===== src/rtl/disp_scan.sv =====
// disp_scan: display back-end for the bit-serial display word.
//
// Receives a 4*NDIG-bit word one bit per cph2 strobe, LSB first. A word is
// framed by start=1 on bit 0. Each complete word is committed into a display
// buffer. A word cut short by a new start is dropped. The buffered digits are
// decoded to 7 segments and multiplex-scanned with a one-hot digit select.
//
// Parameters:
//   NDIG           digits per word (word = 4*NDIG bit times, at most 16 digits)
//   SCAN_DIV       cph2 strobes per digit scan slot (2..1024)
//   SEG_ACTIVE_LOW 1 inverts seg and dig_sel
//
// Optional feature macro: DISP_SCAN_LZB_EN (leading-zero blanking).
//
// Ports:
//   cfst       in   system clock, rising edge
//   pon        in   asynchronous active-high reset
//   cph2       in   bit-time strobe, one cfst cycle wide
//   disp_data  in   serial display bit, sampled when cph2=1
//   start      in   word-start marker, sampled when cph2=1
//   dig_en     in   display enable, 0 blanks dig_sel
//   seg        out  segments {g,f,e,d,c,b,a}, registered
//   dig_sel    out  one-hot digit select, registered
//   word_rdy   out  one-cycle pulse on word commit
//   frame_err  out  one-cycle pulse on word abort
//
// Handshake: there is no back-pressure. A bit is transferred on every cfst
// edge where cph2=1. word_rdy and frame_err are single-cycle pulses that
// follow that edge.
module disp_scan #(
    parameter int NDIG           = 14,
    parameter int SCAN_DIV       = 64,
    parameter bit SEG_ACTIVE_LOW = 1'b0
) (
    input  logic            cfst,
    input  logic            pon,
    input  logic            cph2,
    input  logic            disp_data,
    input  logic            start,
    input  logic            dig_en,
    output logic [6:0]      seg,
    output logic [NDIG-1:0] dig_sel,
    output logic            word_rdy,
    output logic            frame_err
);

    localparam int         WBITS    = 4 * NDIG;
    localparam int         PW       = $clog2(SCAN_DIV);
    localparam int         IW       = (NDIG > 1) ? $clog2(NDIG) : 1;
    localparam logic [5:0] LAST_BIT = 6'(WBITS - 1);

    typedef enum logic {
        RX_IDLE,
        RX_SHIFT
    } rx_state_t;

    rx_state_t rx_state, rx_state_next;

    logic [5:0]             bcnt, bcnt_next;
    logic [WBITS-1:0]       sr, sr_next;
    logic                   commit, abort;
    logic [NDIG-1:0][3:0]   disp_buf;
    logic [PW-1:0]          presc;
    logic [IW-1:0]          idx;
    logic                   digit_blank;
    logic [6:0]             seg_raw;
    logic [NDIG-1:0]        sel_raw;

    function automatic logic [6:0] seg_decode(input logic [3:0] code);
        logic [6:0] s;
        case (code)
            4'h0:    s = 7'h3F;
            4'h1:    s = 7'h06;
            4'h2:    s = 7'h5B;
            4'h3:    s = 7'h4F;
            4'h4:    s = 7'h66;
            4'h5:    s = 7'h6D;
            4'h6:    s = 7'h7D;
            4'h7:    s = 7'h07;
            4'h8:    s = 7'h7F;
            4'h9:    s = 7'h6F;
            4'hA:    s = 7'h40;  // minus
            4'hB:    s = 7'h79;  // 'E'
            4'hC:    s = 7'h50;  // 'r'
            4'hD:    s = 7'h5C;  // 'o'
            default: s = 7'h00;  // E, F: blank
        endcase
        return s;
    endfunction

    // ---------------- receiver FSM ----------------
    always_ff @(posedge cfst or posedge pon) begin
        if (pon) rx_state <= RX_IDLE;
        else     rx_state <= rx_state_next;
    end

    always_comb begin
        rx_state_next = rx_state;
        bcnt_next     = bcnt;
        sr_next       = sr;
        commit        = 1'b0;
        abort         = 1'b0;
        if (cph2) begin
            case (rx_state)
                RX_IDLE: begin
                    if (start) begin
                        sr_next       = '0;
                        sr_next[0]    = disp_data;
                        bcnt_next     = 6'd1;
                        rx_state_next = RX_SHIFT;
                    end
                end
                RX_SHIFT: begin
                    if (start) begin
                        // A new start wins even on the final bit. The partial
                        // word is dropped and this bit becomes bit 0.
                        abort      = 1'b1;
                        sr_next    = '0;
                        sr_next[0] = disp_data;
                        bcnt_next  = 6'd1;
                    end else begin
                        sr_next[bcnt] = disp_data;
                        if (bcnt == LAST_BIT) begin
                            commit        = 1'b1;
                            bcnt_next     = 6'd0;
                            rx_state_next = RX_IDLE;
                        end else begin
                            bcnt_next = bcnt + 6'd1;
                        end
                    end
                end
                default: rx_state_next = RX_IDLE;
            endcase
        end
    end

    // The buffer loads the word including the bit captured on this edge.
    always_ff @(posedge cfst or posedge pon) begin
        if (pon) begin
            bcnt      <= '0;
            sr        <= '0;
            disp_buf  <= {NDIG{4'hF}};
            word_rdy  <= 1'b0;
            frame_err <= 1'b0;
        end else begin
            bcnt      <= bcnt_next;
            sr        <= sr_next;
            word_rdy  <= commit;
            frame_err <= abort;
            if (commit) disp_buf <= sr_next;
        end
    end

    // ---------------- leading-zero blanking ----------------
`ifdef DISP_SCAN_LZB_EN
    logic [NDIG-1:0] blank_mask, blank_next;

    // Walk from the top digit down. Zeros stay blank while only zeros or
    // blank codes have been seen. Digit 0 is always shown.
    always_comb begin
        logic       lead;
        logic [3:0] code;
        blank_next = '0;
        lead       = 1'b1;
        code       = 4'h0;
        for (int i = NDIG - 1; i >= 1; i--) begin
            code = sr_next[4*i +: 4];
            if (lead && code == 4'h0) blank_next[i] = 1'b1;
            else if (code < 4'hE)     lead          = 1'b0;
        end
    end

    always_ff @(posedge cfst or posedge pon) begin
        if (pon)         blank_mask <= '0;
        else if (commit) blank_mask <= blank_next;
    end

    assign digit_blank = blank_mask[idx];
`else
    assign digit_blank = 1'b0;
`endif

    // ---------------- scan ----------------
    always_ff @(posedge cfst or posedge pon) begin
        if (pon) begin
            presc <= '0;
            idx   <= '0;
        end else if (cph2) begin
            if (presc == PW'(SCAN_DIV - 1)) begin
                presc <= '0;
                idx   <= (idx == IW'(NDIG - 1)) ? '0 : idx + IW'(1);
            end else begin
                presc <= presc + PW'(1);
            end
        end
    end

    // The slot with presc==0 is dark. It hides segment changes while the
    // select moves to the next digit.
    always_comb begin
        seg_raw = digit_blank ? 7'h00 : seg_decode(disp_buf[idx]);
        sel_raw = '0;
        if (presc != '0 && dig_en) sel_raw[idx] = 1'b1;
    end

    always_ff @(posedge cfst or posedge pon) begin
        if (pon) begin
            seg     <= {7{SEG_ACTIVE_LOW}};
            dig_sel <= {NDIG{SEG_ACTIVE_LOW}};
        end else begin
            seg     <= seg_raw ^ {7{SEG_ACTIVE_LOW}};
            dig_sel <= sel_raw ^ {NDIG{SEG_ACTIVE_LOW}};
        end
    end

endmodule


===== config.mk =====
export PLATFORM = sky130hd
export DESIGN_NAME = disp_scan
export DESIGN_NICKNAME = d
export VERILOG_FILES = /design/src/rtl/disp_scan.sv
export SDC_FILE = /design/constraint.sdc
export NUM_CORES = 1
export LEC_CHECK = 0
export CORE_MARGIN = 4
export CORE_UTILIZATION = 34
export DETAILED_ROUTE_END_ITERATION = 8
export PLACE_DENSITY = 0.49
export SYNTH_ARGS = -nofsm -noshare
export SYNTH_HDL_FRONTEND = slang
export SYNTH_SLANG_ARGS = --single-unit

===== constraint.sdc =====
create_clock -name cfst -period 11.2 [get_ports cfst]
set_clock_uncertainty 0.05 [all_clocks]
set_input_delay 2.8 -clock cfst [delete_from_list [all_inputs] [get_ports cfst]]
set_output_delay 2.8 -clock cfst [all_outputs]
set_load 0.02 [all_outputs]

==> results.json, run 1 <==
{
  "outcome": "completed",
  "p_clk_frac": 0.445,
  "synth_top_cell_area_share": 0.3410,
  "holdCritPathClass": "reg -> reg",
  "synth.most_common_cell": "dfrtp_1",
  "end_kind": "flip-flop",
  "fin_crit_ns": 4.869,
  "crit_required_ns": 11.52,
  "cp-start-kind": "input pin",
  "wl_per_cell_um": 19.08,
  "first_pass_iters": 4,
  "ys_async_sr_fraction": 1.000,
  "netSwitchingFraction": 0.2604,
  "synth.area.top_cells": "dfrtp_1 (34%), dfstp_2 (21%), mux2_2 (11%), a32o_1 (7.4%), nand2_1 (3.8%)",
  "core_area_sq_mm": 0.02030,
  "drc_errors": 0,
  "switchingPower_uw": 349.3,
  "cts_hold_buf": 0,
  "crit_fanout": 13,
  "grt_pass1_vias": 4732,
  "syn_inst": 572,
  "cts_setup_buffers": 0,
  "synth.distinct_cells": 53,
  "fmax_ghz": 0.2054,
  "finalCritPeriodShare": 0.4347,
  "grt_usage": 0.1504,
  "syn_to_final_growth_pct": 15.73,
  "p_total_mw": 1.341,
  "yosys_warnings": 0,
  "p_seq_frac": 0.446,
  "finalWirelength_um": 16660,
  "maxSlewViolCount": 0,
  "via_per_inst": 5.216,
  "cts_resized": 0,
  "cts-root-buf": "clkbuf_16",
  "worstMarginPinSlew_ns": 0.9476,
  "synth_seq_area_share": 0.5498,
  "die_height_um": 152.0,
  "initial_utilization": 0.3471,
  "antennaDiodeCount": 0,
  "synth_common_cells": "dfrtp_1 (96), nand2_1 (71), mux2_2 (66)",
  "clk_latency_ns": 0.43,
  "drtAntennaViolNets": 0,
  "fillers": 1943,
  "yosysTopAreaCell": "dfrtp_1",
  "cap_viol_max_count": 0,
  "clkTransAtPathRegs_ns": 0.06,
  "num_vias": 4554,
  "synth-main-ff-cell": "dfrtp_1",
  "criticalPathCategory": "in -> reg",
  "power.internal_uw": 991.9,
  "antenna_found_initial": 0,
  "rows": 52,
  "syn_area_per_cell_sq_um": 12.32,
  "slew_headroom": 0.3683,
  "finalSetupTns_ns": 0,
  "tritoncts": "done",
  "ys_seq_elements": 152,
  "pwr-share-comb": 0.108,
  "hold_viol_final": 0,
  "crit_arrival_ns": 5.19,
  "leakagePower_nw": 3.259,
  "clock_path_buffers": 2,
  "numCtsBuffers": 17,
  "peakVddDrop_v": 0.0001013,
  "gp_congestion": 0.7399,
  "syn-num-nets": 588,
  "hpwl_um": 10250,
  "io_pins": 29,
  "synth_edf_count": 0,
  "final_cells": 873,
  "gr-total-overflow": 0,
  "dp.cells": 841,
  "drive_gt1_frac": 0.3118,
  "drtIter0Drc": 296,
  "portBuffers": 28,
  "rsz0062_at_grt": "false",
  "chipWidth_um": 152.0,
  "htree_levels": 4,
  "p_per_area_mw_per_mm2": 164.5,
  "nets": 606,
  "setup_viol": 0,
  "cts.sinks": 152,
  "fin_util": 0.4017,
  "grt_max_degree": 99,
  "dieArea_sq_mm": 0.02309,
  "fin_hold_ws_ns": 0.4564,
  "grt_pass1_wl_um": 27240,
  "synth_area_sq_mm": 0.007046
}
==> power by group through the flow <==
| stage | clock network [mW] | logic (mW) | registers, mW |
|---|---|---|---|
| detailed placement | 0 | 0.147 | 0.607 |
| global placement | 0 | 0.145 | 0.606 |
| CTS | 0.613 | 0.148 | 0.598 |
| global route | 0.636 | 0.162 | 0.602 |
| floorplan | 0 | 0.113 | 0.594 |
| finish | 0.597 | 0.145 | 0.599 |
==> final timing paths <==
path,from,to,slack (ns),cells after the start
min in group asynchronous,pon,seg[5]$_DFF_PP0_,2.88,2
worst min register to register,sr[0]$_DFF_PP0_,sr[0]$_DFF_PP0_,0.46,1
worst min-delay path,sr[0]$_DFF_PP0_,sr[0]$_DFF_PP0_,0.46,1
worst max register to register,idx[1]$_DFFE_PP0P_,seg[4]$_DFF_PP0_,8.22,8
max in group asynchronous,pon,sr[49]$_DFF_PP0_,6.94,3
worst max-delay path,cph2,disp_buf[27]$_DFFE_PP1P_,6.33,7
==> cells in the final DEF (no fill, tap or decap), types with 4 or more instances in the layout <==
cell type         n
dfrtp_1          96
nand2_1          71
mux2_2           66
dfstp_2          56
a32o_1           52
nor2_1           36
clkdlybuf4s50_1  28
mux2i_1          18
clkbuf_16        17
buf_4            12
nor3_1           10
ha_1             10
o21ai_0           9
inv_1             8
nand3_1           6
xnor2_1           6
mux4_2            6
nand2b_1          6
o22ai_1           6
and3b_1           5
and2_1            5
a31oi_1           5
o21ai_1           4
nand3b_1          4
bufinv_16         4
==> cells by family (layout without fill, tap and decap cells) <==
family | after synthesis | in the layout | synth area share
AND/OR/NAND/NOR | 170 | 170 | 0.1202
XOR/XNOR | 9 | 9 | 0.01119
buffers and inverters | 50 | 81 | 0.03640
adder cells (fa/ha/maj) | 10 | 10 | 0.01776
multiplexers | 90 | 90 | 0.1502
AO/OA/AOI/OAI | 91 | 91 | 0.1144
flip-flops | 152 | 152 | 0.5498
==> sequential cells by signal, summed over array words and instances, names as in the netlist <==
signal and cells:
disp_buf 56, seg 7, dig_sel 14, word_rdy 1, frame_err 1, rx_state 1
presc 6, sr 56, bcnt 6, idx 4
==> layer usage <==
| layer | global-route usage | vias up | share of wire |
|---|---|---|---|
| met4 | 0.04152 | 0 | 0.011 |
| met5 | 0 | - | 0 |
| li1 | - | 2117 | - |
| met3 | 0.04124 | 11 | 0.052 |
| met2 | 0.2267 | 97 | 0.45 |
| met1 | 0.2140 | 2329 | 0.48 |
==> area by class of cell <==
| class | count | area (sq um) | area share |
|---|---|---|---|
| Tap cell | 270 | 337.8 | 0.04143 |
| Clock buffer | 20 | 436.7 | 0.05355 |
| Clock inverter | 12 | 176.4 | 0.02164 |
| Inverter | 9 | 38.79 | 0.004757 |
| Timing Repair Buffer | 40 | 370.4 | 0.04542 |
| Sequential cell | 152 | 3874 | 0.4751 |
| Multi-Input combinational cell | 370 | 2920 | 0.3581 |
==> per-stage QoR <==
stage          cell area (sq um)  setup WS [ns]
2_1_floorplan               7046          4.350
3_3_place_gp                7541          5.960
3_5_place_dp                7541          5.881
4_1_cts                     8154          6.314
5_1_grt                     8154          6.099
6_report                    8154          6.331
==> critical path, cell delays in order <==
cell,delay (ns)
clkdlybuf4s50_1,0.69
nand2_1,0.22
nor2_1,0.21
nand2_1,0.28
nor2_1,0.61
a32o_1,0.24
mux2_2,0.15
Note: power is estimated with default switching activity, not from simulation.
==> inputs of run 2 (changes only) <==
==> constraint.sdc (replaced) <==
create_clock -name cfst -period 4.7 [get_ports cfst]
set_clock_uncertainty 0.05 [all_clocks]
set_input_delay 1.175 -clock cfst [delete_from_list [all_inputs] [get_ports cfst]]
set_output_delay 1.175 -clock cfst [all_outputs]
set_load 0.02 [all_outputs]
==> run 2 against run 1 <==
Compared with the run above:
- via count down 0.22%
- total power is 140% higher
- sequential share of layout area decreased by 0.11 points
- clock-buffer cell count down 1
- routed wire length increased by 1.7%
- cell count did not move
- worst setup slack worse by 5.1 ns
- largest cell class unchanged
==> results.json, run 2 (same netlist as run 1, synthesis figures left out) <==
{
  "outcome": "completed",
  "grt_usage": 0.1507,
  "netSwitchingFraction": 0.2681,
  "critPathLaunch": "idx[0]$_DFFE_PP0P_",
  "mostFrequentLayoutCell": "dfrtp_1",
  "holdCritPathClass": "reg -> reg",
  "r2r_cells": 7,
  "cts_hold_buf": 0,
  "path_buf_inv": 1,
  "die_height_um": 152.0,
  "crit_path_top_delay_cell": "dfrtp_1",
  "criticalPathCategory": "reg -> reg",
  "pwr-share-comb": 0.103,
  "p_per_area_mw_per_mm2": 391.4,
  "regToRegEndpoint": "seg[4]$_DFF_PP0_",
  "setup_ws_ns": 1.253,
  "via_per_inst": 5.205,
  "cp-start-kind": "flip-flop",
  "dieArea_sq_mm": 0.02309,
  "htree_levels": 4,
  "drtAntennaViolNets": 0,
  "dp_slack_ns": 0.8866,
  "clkTransAtPathRegs_ns": 0.07,
  "hpwl_um": 10650,
  "r2r-start": "idx[0]$_DFFE_PP0P_",
  "grt_max_degree": 89,
  "dp.cells": 841,
  "gr-total-overflow": 0,
  "switchingPower_uw": 857.5,
  "critPathMaxStageDelay_ns": 1.06,
  "power.internal_mw": 2.341,
  "drive_gt1_frac": 0.3167,
  "peakVddDrop_v": 0.0002222,
  "crit_required_ns": 4.99,
  "reg2reg_slack_ns": 1.25,
  "rows": 52,
  "cts_setup_buffers": 0,
  "clk_latency_ns": 0.42,
  "wl_per_cell_um": 19.39,
  "cts_resized": 0,
  "fmax_ghz": 0.2901,
  "finalSetupTns_ns": 0,
  "numCtsBuffers": 17,
  "grt_pass1_wl_um": 27400,
  "p_clk_frac": 0.446,
  "grt_pass1_vias": 4810,
  "rsz0062_at_grt": "false",
  "finalWirelength_um": 16930,
  "portBuffers": 28,
  "cts-root-buf": "clkbuf_16",
  "nets": 606,
  "fin_crit_ns": 3.447,
  "antenna_found_initial": 0,
  "gp_congestion": 0.7353,
  "clock_path_buffers": 2,
  "end_kind": "flip-flop",
  "cap_viol_max_count": 0,
  "initial_utilization": 0.3471,
  "core_area_sq_mm": 0.02030,
  "tritoncts": "done",
  "worstSetupEndpoint": "seg[4]$_DFF_PP0_",
  "first_pass_iters": 4,
  "io_pins": 29,
  "num_vias": 4544,
  "min_path_cells": 1,
  "antennaDiodeCount": 0,
  "path_cells": "mux4_2, nor2_1, o31ai_2, inv_1, ha_1, mux2_2, mux2i_1",
  "syn_to_final_growth_pct": 16.00,
  "crit_fanout": 19,
  "slew_headroom": 0.2373,
  "final_cells": 873,
  "finalCritPeriodShare": 0.7334,
  "crit_arrival_ns": 3.74,
  "chipWidth_um": 152.0,
  "reg_top3": "disp_buf (56), sr (56), dig_sel (14)",
  "leakagePower_nw": 3.254,
  "fillers": 1903,
  "drtIter0Drc": 218,
  "critical_path.top_delay_family": "flip-flops",
  "setup_viol": 0,
  "p_seq_frac": 0.451,
  "fin_util": 0.4026,
  "drc_errors": 0,
  "layout_common_cells": "dfrtp_1 (96), nand2_1 (71), mux2_2 (66)",
  "hold_viol_final": 0,
  "worst-path-stages": 7,
  "cts.sinks": 152,
  "worstMarginPinSlew_ns": 1.139,
  "maxSlewViolCount": 0
}
-- run 2: cell types whose count changed in the layout (fill, tap and decap cells not counted), sizes merged --
cell	delta
clkinvlp	+4
clkinv	-3
bufinv	-1
clkbuf	-1
inv	+1
-- run 2: area by class of cell --
cell class | count | area [sq um] | share of cell area
flip-flops and latches | 152 | 3874 | 0.4740
repair buffers | 40 | 382.9 | 0.04685
inverters | 9 | 37.54 | 0.004593
clock buffers | 19 | 452.9 | 0.05542
well taps | 270 | 337.8 | 0.04133
multi-input cells | 370 | 2920 | 0.3573
clock inverters | 13 | 167.7 | 0.02051
-- run 2: worst min path at each step --
stage	startpoint	end	slack, ns
floorplan	presc[5]$_DFFE_PP0P_	presc[5]$_DFFE_PP0P_	0.41
global placement	presc[5]$_DFFE_PP0P_	presc[5]$_DFFE_PP0P_	0.43
detailed placement	sr[0]$_DFF_PP0_	sr[0]$_DFF_PP0_	0.43
CTS	sr[0]$_DFF_PP0_	sr[0]$_DFF_PP0_	0.45
global route	sr[0]$_DFF_PP0_	sr[0]$_DFF_PP0_	0.47
finish	sr[0]$_DFF_PP0_	sr[0]$_DFF_PP0_	0.45
-- run 2: per-layer routing --
metal / vias up / share of wire / track usage
met3: 13 / 0.040 / 0.04010
met2: 82 / 0.46 / 0.2309
met5: - / 0 / 0
met1: 2344 / 0.48 / 0.2120
li1: 2105 / - / -
met4: 0 / 0.013 / 0.04152
-- run 2: through the flow --
| step | power [mW] | instance area [sq um] | hold WS [ns] |
|---|---|---|---|
| 2_1_floorplan | 1.687 | 7049 | 0.4130 |
| 3_3_place_gp | 1.788 | 7552 | 0.4314 |
| 3_5_place_dp | 1.800 | 7552 | 0.4338 |
| 4_1_cts | 3.243 | 8173 | 0.4502 |
| 5_1_grt | 3.344 | 8173 | 0.4704 |
| 6_report | 3.199 | 8173 | 0.4472 |
-- run 2: power groups by stage --
| stage | combinational [mW] | sequential, mW | clock, mW |
|---|---|---|---|
| floorplan | 0.270 | 1.42 | 0 |
| global placement | 0.332 | 1.46 | 0 |
| detailed placement | 0.338 | 1.46 | 0 |
| CTS | 0.340 | 1.44 | 1.46 |
| global route | 0.373 | 1.45 | 1.52 |
| finish | 0.331 | 1.44 | 1.43 |
